`src/rtl/quad_encoder_decoder.sv`:
```
// Quadrature encoder front end: sync, glitch filter, 4x decode, velocity.
// Optional index channel enabled by defining QUAD_ENCODER_INDEX_EN.
module quad_encoder_decoder #(
  parameter int POS_W         = 16,
  parameter int VEL_W         = 12,
  parameter int FILT_LEN      = 3,
  parameter int WINDOW_CYCLES = 50000
) (
  input  logic             clk,
  input  logic             rst,
  input  logic             encoder_a,
  input  logic             encoder_b,
  input  logic             encoder_z,
  input  logic             clear_pos,
  input  logic             err_clr,
  output logic [POS_W-1:0] position,
  output logic [VEL_W-1:0] velocity,
  output logic             vel_valid,
  output logic             direction,
  output logic             step_pulse,
  output logic             quad_error,
  output logic             index_seen
);
`ifdef QUAD_ENCODER_INDEX_EN
  localparam int NCH = 3;
`else
  localparam int NCH = 2;
`endif
  localparam int WC_W   = $clog2(WINDOW_CYCLES);
  localparam int AW     = VEL_W + 1;
  localparam int STAB_N = FILT_LEN + 2;
  localparam int AMAX_I = 2**(AW-1) - 1;
  localparam int AMIN_I = -(2**(AW-1));
  localparam int VMAX_I = 2**(VEL_W-1) - 1;
  localparam int VMIN_I = -(2**(VEL_W-1));
  localparam logic signed [AW:0] AMAX = (AW+1)'(AMAX_I);
  localparam logic signed [AW:0] AMIN = (AW+1)'(AMIN_I);
  localparam logic signed [AW:0] VMAX = (AW+1)'(VMAX_I);
  localparam logic signed [AW:0] VMIN = (AW+1)'(VMIN_I);

  typedef enum logic {INIT, RUN} state_e;

  logic [NCH-1:0] raw, s1_q, s2_q, f_q, f_d;
  logic [3:0] cnt_q [NCH];
  logic [3:0] cnt_d [NCH];
  state_e state_q, state_d;
  logic [4:0] stab_q, stab_d;
  logic [1:0] ab, prev_q, prev_d;
  logic [1:0] g_cur, g_prev, g_diff;
  logic stable, load, step, fwd, illegal, idx_rise;
  logic [POS_W-1:0] pos_q, pos_d;
  logic signed [AW-1:0] acc_q, acc_d;
  logic signed [AW:0] delta, sum, acc_sat, vel_sat;
  logic [VEL_W-1:0] vel_q, vel_d;
  logic [WC_W-1:0] win_q, win_d;
  logic win_tc, vv_q, dir_q, dir_d, pulse_q, err_q, err_d;

`ifdef QUAD_ENCODER_INDEX_EN
  logic zprev_q, idx_q;
  assign raw = {encoder_z, encoder_b, encoder_a};
  assign idx_rise = (state_q == RUN) && f_q[2] && !zprev_q;
  assign index_seen = idx_q;

  // Z edge history and sticky index flag (set beats err_clr)
  always_ff @(posedge clk or negedge rst) begin
    if (!rst) begin
      zprev_q <= 1'b0;
      idx_q   <= 1'b0;
    end else begin
      zprev_q <= f_q[2];
      idx_q   <= idx_rise ? 1'b1 : (err_clr ? 1'b0 : idx_q);
    end
  end
`else
  logic z_unused;
  assign z_unused = encoder_z;
  assign raw = {encoder_b, encoder_a};
  assign idx_rise = 1'b0;
  assign index_seen = 1'b0;
`endif

  // Accept a channel change only after FILT_LEN differing samples
  always_comb begin
    for (int i = 0; i < NCH; i++) begin
      f_d[i]   = f_q[i];
      cnt_d[i] = '0;
      if (s2_q[i] != f_q[i]) begin
        if (cnt_q[i] + 4'd1 == 4'(FILT_LEN)) f_d[i] = s2_q[i];
        else cnt_d[i] = cnt_q[i] + 4'd1;
      end
    end
  end

  // Two-flop synchronisers and filter state
  always_ff @(posedge clk or negedge rst) begin
    if (!rst) begin
      s1_q <= '0;
      s2_q <= '0;
      f_q  <= '0;
      for (int i = 0; i < NCH; i++) cnt_q[i] <= '0;
    end else begin
      s1_q <= raw;
      s2_q <= s1_q;
      f_q  <= f_d;
      for (int i = 0; i < NCH; i++) cnt_q[i] <= cnt_d[i];
    end
  end

  // INIT waits for the whole sync+filter path to settle so
  // the post-reset state is loaded, never counted
  assign stable = (s1_q[1:0] == f_q[1:0]) && (s2_q[1:0] == f_q[1:0]);
  always_comb begin
    state_d = state_q;
    stab_d  = '0;
    load    = 1'b0;
    unique case (state_q)
      INIT: begin
        if (stable) begin
          stab_d = stab_q + 5'd1;
          if (stab_q == 5'(STAB_N - 1)) begin
            state_d = RUN;
            load    = 1'b1;
          end
        end
      end
      RUN: state_d = RUN;
      default: state_d = INIT;
    endcase
  end

  // Gray position difference classifies the transition
  assign ab     = {f_q[0], f_q[1]};
  assign g_cur  = {ab[1], ab[1] ^ ab[0]};
  assign g_prev = {prev_q[1], prev_q[1] ^ prev_q[0]};
  assign g_diff = g_cur - g_prev;
  always_comb begin
    step    = 1'b0;
    fwd     = 1'b0;
    illegal = 1'b0;
    prev_d  = (load || state_q == RUN) ? ab : prev_q;
    if (state_q == RUN && ab != prev_q) begin
      unique case (1'b1)
        (g_diff == 2'd1): begin step = 1'b1; fwd = 1'b1; end
        (g_diff == 2'd3): step = 1'b1;
        default: illegal = 1'b1;
      endcase
    end
  end

  // Position, flags, saturating velocity accumulator, window
  assign win_tc = (win_q == WC_W'(WINDOW_CYCLES - 1));
  always_comb begin
    pos_d = pos_q;
    if (idx_rise || clear_pos) pos_d = '0;
    else if (step) pos_d = fwd ? pos_q + POS_W'(1) : pos_q - POS_W'(1);
    dir_d = step ? fwd : dir_q;
    err_d = illegal ? 1'b1 : (err_clr ? 1'b0 : err_q);
    delta = step ? (fwd ? (AW+1)'(1) : '1) : '0;
    sum   = {acc_q[AW-1], acc_q} + delta;
    acc_sat = (sum > AMAX) ? AMAX : ((sum < AMIN) ? AMIN : sum);
    vel_sat = (acc_sat > VMAX) ? VMAX : ((acc_sat < VMIN) ? VMIN : acc_sat);
    vel_d = vel_q;
    acc_d = acc_sat[AW-1:0];
    win_d = win_q + WC_W'(1);
    if (win_tc) begin
      vel_d = vel_sat[VEL_W-1:0];
      acc_d = '0;
      win_d = '0;
    end
  end

  // State and output registers
  always_ff @(posedge clk or negedge rst) begin
    if (!rst) begin
      state_q <= INIT;
      stab_q  <= '0;
      prev_q  <= '0;
      pos_q   <= '0;
      acc_q   <= '0;
      vel_q   <= '0;
      vv_q    <= 1'b0;
      win_q   <= '0;
      dir_q   <= 1'b0;
      pulse_q <= 1'b0;
      err_q   <= 1'b0;
    end else begin
      state_q <= state_d;
      stab_q  <= stab_d;
      prev_q  <= prev_d;
      pos_q   <= pos_d;
      acc_q   <= acc_d;
      vel_q   <= vel_d;
      vv_q    <= win_tc;
      win_q   <= win_d;
      dir_q   <= dir_d;
      pulse_q <= step;
      err_q   <= err_d;
    end
  end

  assign position   = pos_q;
  assign velocity   = vel_q;
  assign vel_valid  = vv_q;
  assign direction  = dir_q;
  assign step_pulse = pulse_q;
  assign quad_error = err_q;
endmodule

```
`config.mk`:
```
export PLATFORM = sky130hd
export DESIGN_NAME = quad_encoder_decoder
export DESIGN_NICKNAME = d
export VERILOG_FILES = /design/src/rtl/quad_encoder_decoder.sv
export SDC_FILE = /design/constraint.sdc
export NUM_CORES = 1
export LEC_CHECK = 0
export BUFFER_PORTS_ARGS = -buffer_cell sky130_fd_sc_hd__buf_2
export CAP_MARGIN = 5
export CORE_MARGIN = 5
export CORE_UTILIZATION = 42
export CTS_BUF_LIST = sky130_fd_sc_hd__clkbuf_8
export CTS_CLUSTER_DIAMETER = 60
export CTS_CLUSTER_SIZE = 8
export DETAILED_ROUTE_END_ITERATION = 8
export PLACE_DENSITY = 0.62
export REMOVE_ABC_BUFFERS = 1
export SLEW_MARGIN = 20
export SYNTH_ARGS = -nofsm -noshare
export SYNTH_HDL_FRONTEND = slang
export SYNTH_SLANG_ARGS = --single-unit
```
`constraint.sdc`:
```
create_clock -name clk -period 3.75 [get_ports clk]
set_input_delay 0.75 -clock clk [delete_from_list [all_inputs] [get_ports clk]]
set_output_delay 0.75 -clock clk [all_outputs]
set_load 0.02 [all_outputs]
```
# Word-level counts from Yosys, hierarchy flattened
# Index checks and enable logic that the tools add are counted.
# word_totals
regBits,83
input_bits,7
# classes
n_addsub,8
order_cmp,4
eq_ne,11
n_mux,29
bitwise,3
reduce_logical,8
# op_table
operator,n
16-bit 2-to-1 mux,4
14-bit 2-to-1 mux,4
"16-bit by 1-bit adder with 16-bit output, second input constant",2
12-bit 2-to-1 mux,2
"16-bit == test, second input constant",1
4-bit 2-to-1 mux,4
"16-bit by 1-bit subtractor with 16-bit output, second input constant",1
14-bit adder,1
"14-bit by 12-bit > comparator with 1-bit output, second input constant",1
"14-bit by 13-bit > comparator with 1-bit output, second input constant",1
"14-bit by 12-bit < comparator with 1-bit output, second input constant",1
"14-bit by 13-bit < comparator with 1-bit output, second input constant",1
13-bit 2-to-1 mux,1
1-bit 2-to-1 mux,11
5-bit 2-to-1 mux,2
"4-bit by 1-bit adder with 4-bit output, second input constant",2
"4-bit by 2-bit == test with 1-bit output, second input constant",2
"5-bit by 1-bit adder with 5-bit output, second input constant",1
"5-bit by 3-bit == test with 1-bit output, second input constant",1
2-bit == test,2
2-bit AND reduction,2
2-bit nonzero test,2
"2-bit by 1-bit == test with 1-bit output, second input constant",1
"2-bit == test, second input constant",1
9 further kinds,12

# Depth between registers and ports, before layout
# Gate-level depths: netlist of the first run.
# logic_depth
ltp_word,14
ltp_mapped,18
ltp_nobuf,15

# Worst setup path before layout of the first run
# OpenSTA, ideal clock, no wires.
# synth_path
kind,reg2reg
start,reg f_q[1]
end,"reg vel_q[7], in the netlist velocity[7]"
setup_ps,87
arrival_ps,3933
required_ps,3663
path_slack_ps,-270
stages_incl_launch_ff,18
path_buffers,3
synth_period_minus_slack_ps,4020
path_cell_list,dfrtp_1 > clkbuf_1 > xnor2_1 > ha_1 > nor2b_1 > o21ai_0 > clkbuf_1 > clkbuf_1 > inv_1 > ha_1 > or4_1 > o21a_1 > o31a_1 > a211oi_4 > nand3_4 > mux2i_4 > a31oi_1 > o211ai_1
# synth_between
elab_chain_cells,14
# synth_lines
item,line_no,rtl
from (decl),43,"logic [NCH-1:0] raw, s1_q, s2_q, f_q, f_d;"
from (signal assigned),99,f_q <= '0;
from (signal assigned),104,f_q <= f_d;
1-bit XOR,133,"assign g_cur = {ab[1], ab[1] ^ ab[0]};"
2-bit subtractor,135,assign g_diff = g_cur - g_prev;
2-bit by 1-bit == test with 1-bit output or 2-bit == test (tied branches),"143, 144",
2-bit OR reduction (no source line) or 1-bit 2-to-1 mux (tied branches),--,
"1-bit 2-to-1 mux, on equally long branches","142, 141",
1-bit 2-to-1 mux or 14-bit 2-to-1 mux (tied branches),"141, 158",
14-bit 2-to-1 mux (*),158,delta = step ? (fwd ? (AW+1)'(1) : '1) : '0;
14-bit adder (*),159,"sum = {acc_q[AW-1], acc_q} + delta;"
14-bit by 13-bit < comparator with 1-bit output,160,acc_sat = (sum > AMAX) ? AMAX : ((sum < AMIN) ? AMIN : sum);
14-bit 2-to-1 mux,160,
14-bit 2-to-1 mux (*),160,
14-bit by 12-bit < comparator with 1-bit output,161,vel_sat = (acc_sat > VMAX) ? VMAX : ((acc_sat < VMIN) ? VMIN : acc_sat);
12-bit 2-to-1 mux,161,
12-bit 2-to-1 mux (*),161,
to (signal assigned),192,vel_q <= vel_d;
to (decl),54,"logic [VEL_W-1:0] vel_q, vel_d;"
# Mark *: on every way between the ends. The rest lies on a longest branch, timed or not.
# A chain may end at the register's enable or synchronous reset.

# Final worst setup path of the first run
# layout_path
start,reg prev_q[0]
end,reg acc_q[11]
# layout_between
elab_chain_cells,12
# layout_lines
item,line_no,rtl
from (decl),48,"logic [1:0] ab, prev_q, prev_d;"
from (signal assigned),189,prev_q <= prev_d;
1-bit XOR,134,"assign g_prev = {prev_q[1], prev_q[1] ^ prev_q[0]};"
2-bit subtractor,135,
2-bit by 1-bit == test with 1-bit output or 2-bit == test (tied branches),"143, 144",
2-bit OR reduction (no source line) or 1-bit 2-to-1 mux (tied branches),--,
"1-bit 2-to-1 mux, on equally long branches","142, 141",
1-bit 2-to-1 mux or 14-bit 2-to-1 mux (tied branches),"141, 158",
14-bit 2-to-1 mux (*),158,
14-bit adder (*),159,
14-bit by 13-bit < comparator with 1-bit output,160,
14-bit 2-to-1 mux,160,
14-bit 2-to-1 mux (*),160,
13-bit 2-to-1 mux (*),165,if (win_tc) begin
via acc_d[11],52,"logic signed [AW-1:0] acc_q, acc_d;"
to (signal assigned),179,acc_q <= '0;
to (signal assigned),191,acc_q <= acc_d;
to (decl),52,
# Mark *: on every way through the listed nets, which the timed path passes. The rest lies on a longest branch.

==> impl_metrics.ini, run 1 <==
[power]
pwr-share-clk_pct = 36.7
power_switching_mw = 0.499
p_leak_nw = 2.66
power_mw = 1.91
p_int_mw = 1.41
sw_frac_of_total_pct = 26.1
pwr-share-seq_pct = 50.8
power.share.combinational_pct = 12.5
peakVddDrop_mv = 0.236
power.density_mw_per_mm2 = 339

[clock_network]
postCtsSetupBuffers = 0
cts_root_buf = clkbuf_8
clock_latency_ns = 0.37
cts_tree = yes
clock-sinks = 83
cts_buffer_depth = 2
clkSlewWorstSetupHoldPaths_ns = 0.08
cts_made_buffers = 9
htreeDepth = 3

[global_route]
grt.total_usage_pct = 15.5
grt_max_degree = 38
busiest_layer = met2
grt_pass1_wl_mm = 18.0
met3_usage_pct = 3.12
grt_pass1_vias = 3814
antenna_found_initial = 0
grt-ovfl-total = 0
use_met2_pct = 25.7
met1_usage_pct = 20.0

[logic_synthesis]
ys_types = 65
synth_seq_cells = 83
yosys.area.top_type_share_pct = 42.4
yosysWarnings = 0
synth_area_mm2 = 0.00489
synth-edff-count = 0
synth_flop_cell = dfrtp_1
netlist_top_cells_area = dfrtp_1 42%, ha_1 6.4%, xnor2_1 5.4%
ys_seq_area_share_pct = 42.4
syn-instance-count = 528
synth_top_cell_by_area = dfrtp_1
syn-mean-instance-area_um2 = 9.27
synthArstFlopShare_pct = 100

[floorplanning]
start_util_pct = 42.9
num_rows = 39
die_area_mm2 = 0.0139
die-height_um = 118
core-area_mm2 = 0.0114
pin_count = 40
die_x_um = 118

[placement]
port_buffers = 37
placed_cells = 711
placed_area_mm2 = 0.00536
dp_hpwl_mm = 7.55
gp_congestion = 0.857

[final_layout]
post-route-util_pct = 49.3
multi_input_area_mm2 = 0.00271
final_nets = 613
fill_cells = 1086
final_cells = 728
finalInstanceArea_mm2 = 0.00563
diodes = 0
area_growth_pct = 15.1
layout-drive-gt1-share_pct = 17.9
seqCellArea_mm2 = 0.00208

[critical_path]
cp_max_fo = 9
crit_required_ns = 3.99
start_kind = flip-flop
worstPathArrival_ns = 3.80
endpoint_kind = flip-flop
path_class = reg2reg

[hold_path]
hp-class = in2async

[sta]
fmax_mhz = 281
slew_violations = 0
period_needed_ns = 3.56
fin_crit_sh_pct = 94.9
slew_headroom_pct = 58.9
setup_viol = 0
hold_viol = 0
finalClockSkew_ns = 0.0150
rsz0062_at_grt = false
setup_tns_ns = 0
worst_slew_pin_slew_ns = 0.611

[routing]
vias_per_cell = 5.44
drc = 0
dr.pass1.iters = 4
avgRoutedWirePerCell_um = 14.7
drt-initial-drc-count = 265
wl_mm = 10.7
antenna_left = 0
vias = 3961

[run]
max_cap_violations = 0

[status]
status = completed
-- power groups by stage --
stage               registers [mW]  logic [mW]  clock network [mW]
floorplan                    0.994       0.150                   0
global placement             0.986       0.234                   0
detailed placement           0.989       0.241                   0
CTS                          0.971       0.241               0.726
global route                 0.976       0.276               0.766
finish                       0.970       0.238               0.701
-- through the flow --
step	worst slack, ns	hold WS (ns)
CTS	0.0239	0.279
detailed placement	0.0779	0.386
finish	0.192	0.288
floorplan	-0.462	0.367
global placement	0.152	0.382
global route	0.0393	0.285
-- state kept, by name, indices dropped and copies added (netlist names) --
name        flops
stab_q          5
direction       1
state_q         1
s2_q            2
quad_error      1
vel_valid       1
acc_q          13
position       16
f_q             2
velocity       12
prev_q          2
step_pulse      1
win_q          16
cnt_q           8
s1_q            2
-- final timing paths --
| check | from | to | slack [ns] | cells past startpoint |
|---|---|---|---|---|
| worst min register to register | s1_q[0] | s2_q[0] | 0.40 | 0 |
| worst max register to register | prev_q[0] | acc_q[11] | 0.19 | 16 |
| worst max-delay path | prev_q[0] | acc_q[11] | 0.19 | 16 |
| max in group asynchronous | rst | win_q[9] | 2.65 | 2 |
| min in group clk | s1_q[0] | s2_q[0] | 0.40 | 0 |
| worst min-delay path | rst | cnt_q[5] | 0.29 | 1 |
-- layout by cell type (no fill, tap or decap), types with 5 or more instances in the layout --
cell type and n:
buf_4 26, nor4_1 6, a211oi_1 5, inv_1 20, nor2_1 63, buf_2 36
xor2_1 21, xnor2_1 30, o21ai_0 19, nand2_1 56, nand3_1 19, nand2b_1 6
and3_1 5, clkbuf_8 9, nor3_1 13, nand4_1 7, a21oi_1 32, dfrtp_1 83
ha_1 25, and2_1 6, o211ai_1 13, or3_1 5
-- layout make-up --
class,instances,share of cell area [%]
Clock buffer,9,2.20
Clock inverter,7,1.51
Inverter,18,1.20
Multi-Input combinational cell,405,48.0
Sequential cell,83,36.9
Tap cell,143,3.18
Timing Repair Buffer,63,7.02
-- per-layer routing --
metal / part of all wire, % / wire length, um / vias to the layer above
met5: 0 / 0 / -
met4: 1.6 / 167 / 0
met3: 4.1 / 436 / 13
met2: 49 / 5260 / 75
met1: 45 / 4850 / 1909
li1: - / - / 1964
-- critical path, stage by stage (launching register included) --
cell and delay (ns):
dfrtp_1 0.41, xor2_1 0.17, ha_1 0.29, nor2b_1 0.19, o21ai_2 0.10, inv_1 0.09, ha_1 0.20, buf_4 0.16
ha_1 0.26, and2_1 0.16, o211ai_1 0.13, and3b_1 0.28, buf_4 0.17, o21ai_4 0.22, buf_4 0.21, a211oi_1 0.08
a311oi_1 0.32
-- synth_stat cells, drive strengths merged, types with 2 or more instances --
cell type	instances
dfrtp	83
nor2	63
nand2	56
a21oi	33
xnor2	30
ha	25
o21ai	23
xor2	21
nand3	20
inv	18
clkbuf	15
o211ai	15
nor3	14
buf	8
nand4	7
nor4	7
a211oi	6
and2	6
and3	6
nand2b	6
a311oi	5
or3	5
a31oi	4
mux2	4
mux2i	4
o21a	4
or4	4
a211o	3
o31ai	3
or2	3
a21o	2
a31o	2
nor2b	2
o21bai	2
o311ai	2
-- logic make-up (layout without fill, tap and decap cells) --
logic type                 Yosys count  in the layout  share of synthesized area [%]
AOI/OAI and AO/OA                  113            113                           15.6
xor gates and xnor gates            52             52                           9.61
adders and majority gates           26             26                           6.80
buffers and inverters               41             97                           3.60
DFF                                 83             83                           42.4
muxes                                8              9                           1.99
other                                1              1                         0.0766
and+or+nand+nor                    204            204                           19.8
-- what timing repair did --
item | in CTS | in global routing
hold buffers | 0 | 0
resized for setup | 0 | 9
setup endpoints to repair | 0 | 17
Power figures use the tool's default switching activity.
==> run 2: changes to the inputs <==
- ABC_AREA: default -> 1
- CAP_MARGIN: 5 -> 20
- PLACE_DENSITY: 0.62 -> 0.61
==> impl_metrics.ini, run 2 <==
[final_layout]
diodes = 0
final_nets = 761
finalInstanceArea_mm2 = 0.00578
seqCellArea_mm2 = 0.00208
final_common_cell = nand2_1
fill_cells = 1220
layout-drive-gt1-share_pct = 17.1
multi_input_area_mm2 = 0.00267
area_growth_pct = 10.3
mostFrequentLayoutCells = 189 x nand2_1, 85 x inv_1, 83 x dfrtp_1, 56 x nor2_1, 41 x nand3_1

[critical_path]
crit_required_ns = 4.01
endpoint_kind = flip-flop
start_kind = flip-flop
cp_max_fo = 30
worstPathArrival_ns = 3.63
worst-r2r-setup-slack_ns = 0.39
path_class = reg2reg

[floorplanning]
pin_count = 40
die-height_um = 122
die_area_mm2 = 0.0148
core-area_mm2 = 0.0121
start_util_pct = 43.3
die_x_um = 122
num_rows = 40

[logic_synthesis]
ys_seq_area_share_pct = 39.6
synth-edff-count = 0
yosysWarnings = 0
synth_top_cell_by_area = dfrtp_1
yosysMostFrequentCell = nand2_1
synthArstFlopShare_pct = 100
synth_seq_cells = 83
netlist_top_cells_area = dfrtp_1 40%, nand2_1 14%, inv_1 6.2%
syn-instance-count = 685
yosys-top-cells-count = 189 x nand2_1, 86 x inv_1, 83 x dfrtp_1, 58 x nor2_1, 41 x nand3_1
yosys.area.top_type_share_pct = 39.6
synth_flop_cell = dfrtp_1
ys_types = 46
synth_area_mm2 = 0.00524
syn-mean-instance-area_um2 = 7.66

[clock_network]
cts_hold_buf = 0
cts_buffer_depth = 2
clock-sinks = 83
htreeDepth = 3
cts_made_buffers = 9
cts_tree = yes
cts_root_buf = clkbuf_8
clock_latency_ns = 0.37
clkSlewWorstSetupHoldPaths_ns = 0.09

[placement]
port_buffers = 37
gp_congestion = 0.861
placed_area_mm2 = 0.00557
dp_hpwl_mm = 8.14

[global_route]
grt.total_usage_pct = 16.2
antenna_found_initial = 0
grt_pass1_wl_mm = 19.7
grt_pass1_vias = 4301
grt_max_degree = 71
grt-ovfl-total = 0

[power]
p_leak_nw = 3.24
power.density_mw_per_mm2 = 314
peakVddDrop_mv = 0.247

[routing]
vias_per_cell = 4.96
wl_mm = 11.2
drt-initial-drc-count = 215
dr.pass1.iters = 4
antenna_left = 0
avgRoutedWirePerCell_um = 12.4
vias = 4460
drc = 0

[sta]
rsz0062_at_grt = false
hold_viol = 0
setup_viol = 0
period_needed_ns = 3.36
finalClockSkew_ns = 0.0174
slew_headroom_pct = 39.4
slew_violations = 0
fin_crit_sh_pct = 89.6
worst_slew_pin_slew_ns = 0.909
fmax_mhz = 298
setup_tns_ns = 0

[status]
status = completed

[run]
max_cap_violations = 0

[hold_path]
hp-class = reg2reg
[run 2: cell count changes after synthesis, sizes merged, moves of 9 or more]
cell    before  now
xnor2       30    9
o21ai       23   37
nand3       20   47
nand2       56  214
clkbuf      15    3
o211ai      15    0
a21oi       33   24
inv         18   99
[run 2: cell families (layout without fill, tap and decap cells)]
logic type,after synthesis,in the layout,synth area share [%]
adder cells (fa/ha/maj),26,26,6.35
other,1,1,0.0715
buffers and inverters,117,164,9.88
AND/OR/NAND/NOR,344,344,29.1
flip-flops,83,83,39.6
AO/OA/AOI/OAI,89,89,10.8
XOR/XNOR,25,25,4.18
[run 2: critical path: stages (launching register included)]
cell,delay [ns]
dfrtp_1,0.43
xor2_1,0.16
ha_1,0.29
inv_1,0.10
nand3_4,0.08
buf_4,0.26
nor2_8,0.22
nand2_1,0.10
nand2_1,0.11
inv_1,0.05
ha_1,0.16
inv_1,0.04
nand2_1,0.12
nand2_1,0.11
nand2_2,0.08
nand3_1,0.11
nand2_1,0.09
nand2_1,0.08
nand3_2,0.09
a21oi_1,0.25
nor2_4,0.12
nand2_1,0.14
nand2_1,0.06
[run 2: timing repair]
item | in CTS | in global routing
resized for setup | 0 | 7
endpoints found under the setup margin | 0 | 12
endpoints found under the hold margin | 0 | 0
buffers inserted | 0 | 3
[run 2: worst paths after layout]
check,start,end,cells after the start
setup reg to reg,prev_q[1],velocity[0],22
max in group asynchronous,rst,prev_q[0],2
min in group asynchronous,rst,position[7],1
setup / recovery,prev_q[1],velocity[0],22
hold / removal,s1_q[1],s2_q[1],0
hold reg to reg,s1_q[1],s2_q[1],0
[run 2: per-layer routing]
metal	routed length, um	GRT usage (%)	up-vias	part of all wire (%)
li1	-	-	2283	-
met1	5330	21.3	2111	48
met2	5370	27.0	51	48
met3	338	3.48	15	3.0
met4	155	5.04	0	1.4
met5	0	0	-	0
[run 2: power breakdown]
group	leakage, nW	switching (mW)	internal, mW	total, mW
logic	2.04	0.180	0.0888	0.269
registers	1.13	0.0306	0.933	0.964
clock network	0.0775	0.343	0.236	0.580
total	3.24	0.554	1.26	1.81
[run 2: stage by stage]
stage / setup WS [ns] / cells / total power [mW] / util (%) / hold WS, ns
3_5_place_dp: 0.0932 / 882 / 1.26 / 46.0 / 0.386
3_3_place_gp: 0.137 / 882 / 1.24 / 46.0 / 0.380
6_report: 0.389 / 900 / 1.81 / 47.7 / 0.401
4_1_cts: 0.0615 / 897 / 1.85 / 47.3 / 0.407
2_1_floorplan: 0.264 / 668 / 1.17 / - / 0.369
5_1_grt: 0.0236 / 900 / 1.92 / 47.7 / 0.425
[run 2: layout make-up]
| class | instances | share of cell area (%) |
|---|---|---|
| multi-input combinational | 485 | 46.2 |
| sequential | 83 | 35.9 |
| inverter | 100 | 6.60 |
| timing repair buffer | 49 | 4.80 |
| tap | 168 | 3.64 |
| clock buffer | 9 | 2.14 |
| clock inverter | 6 | 0.714 |
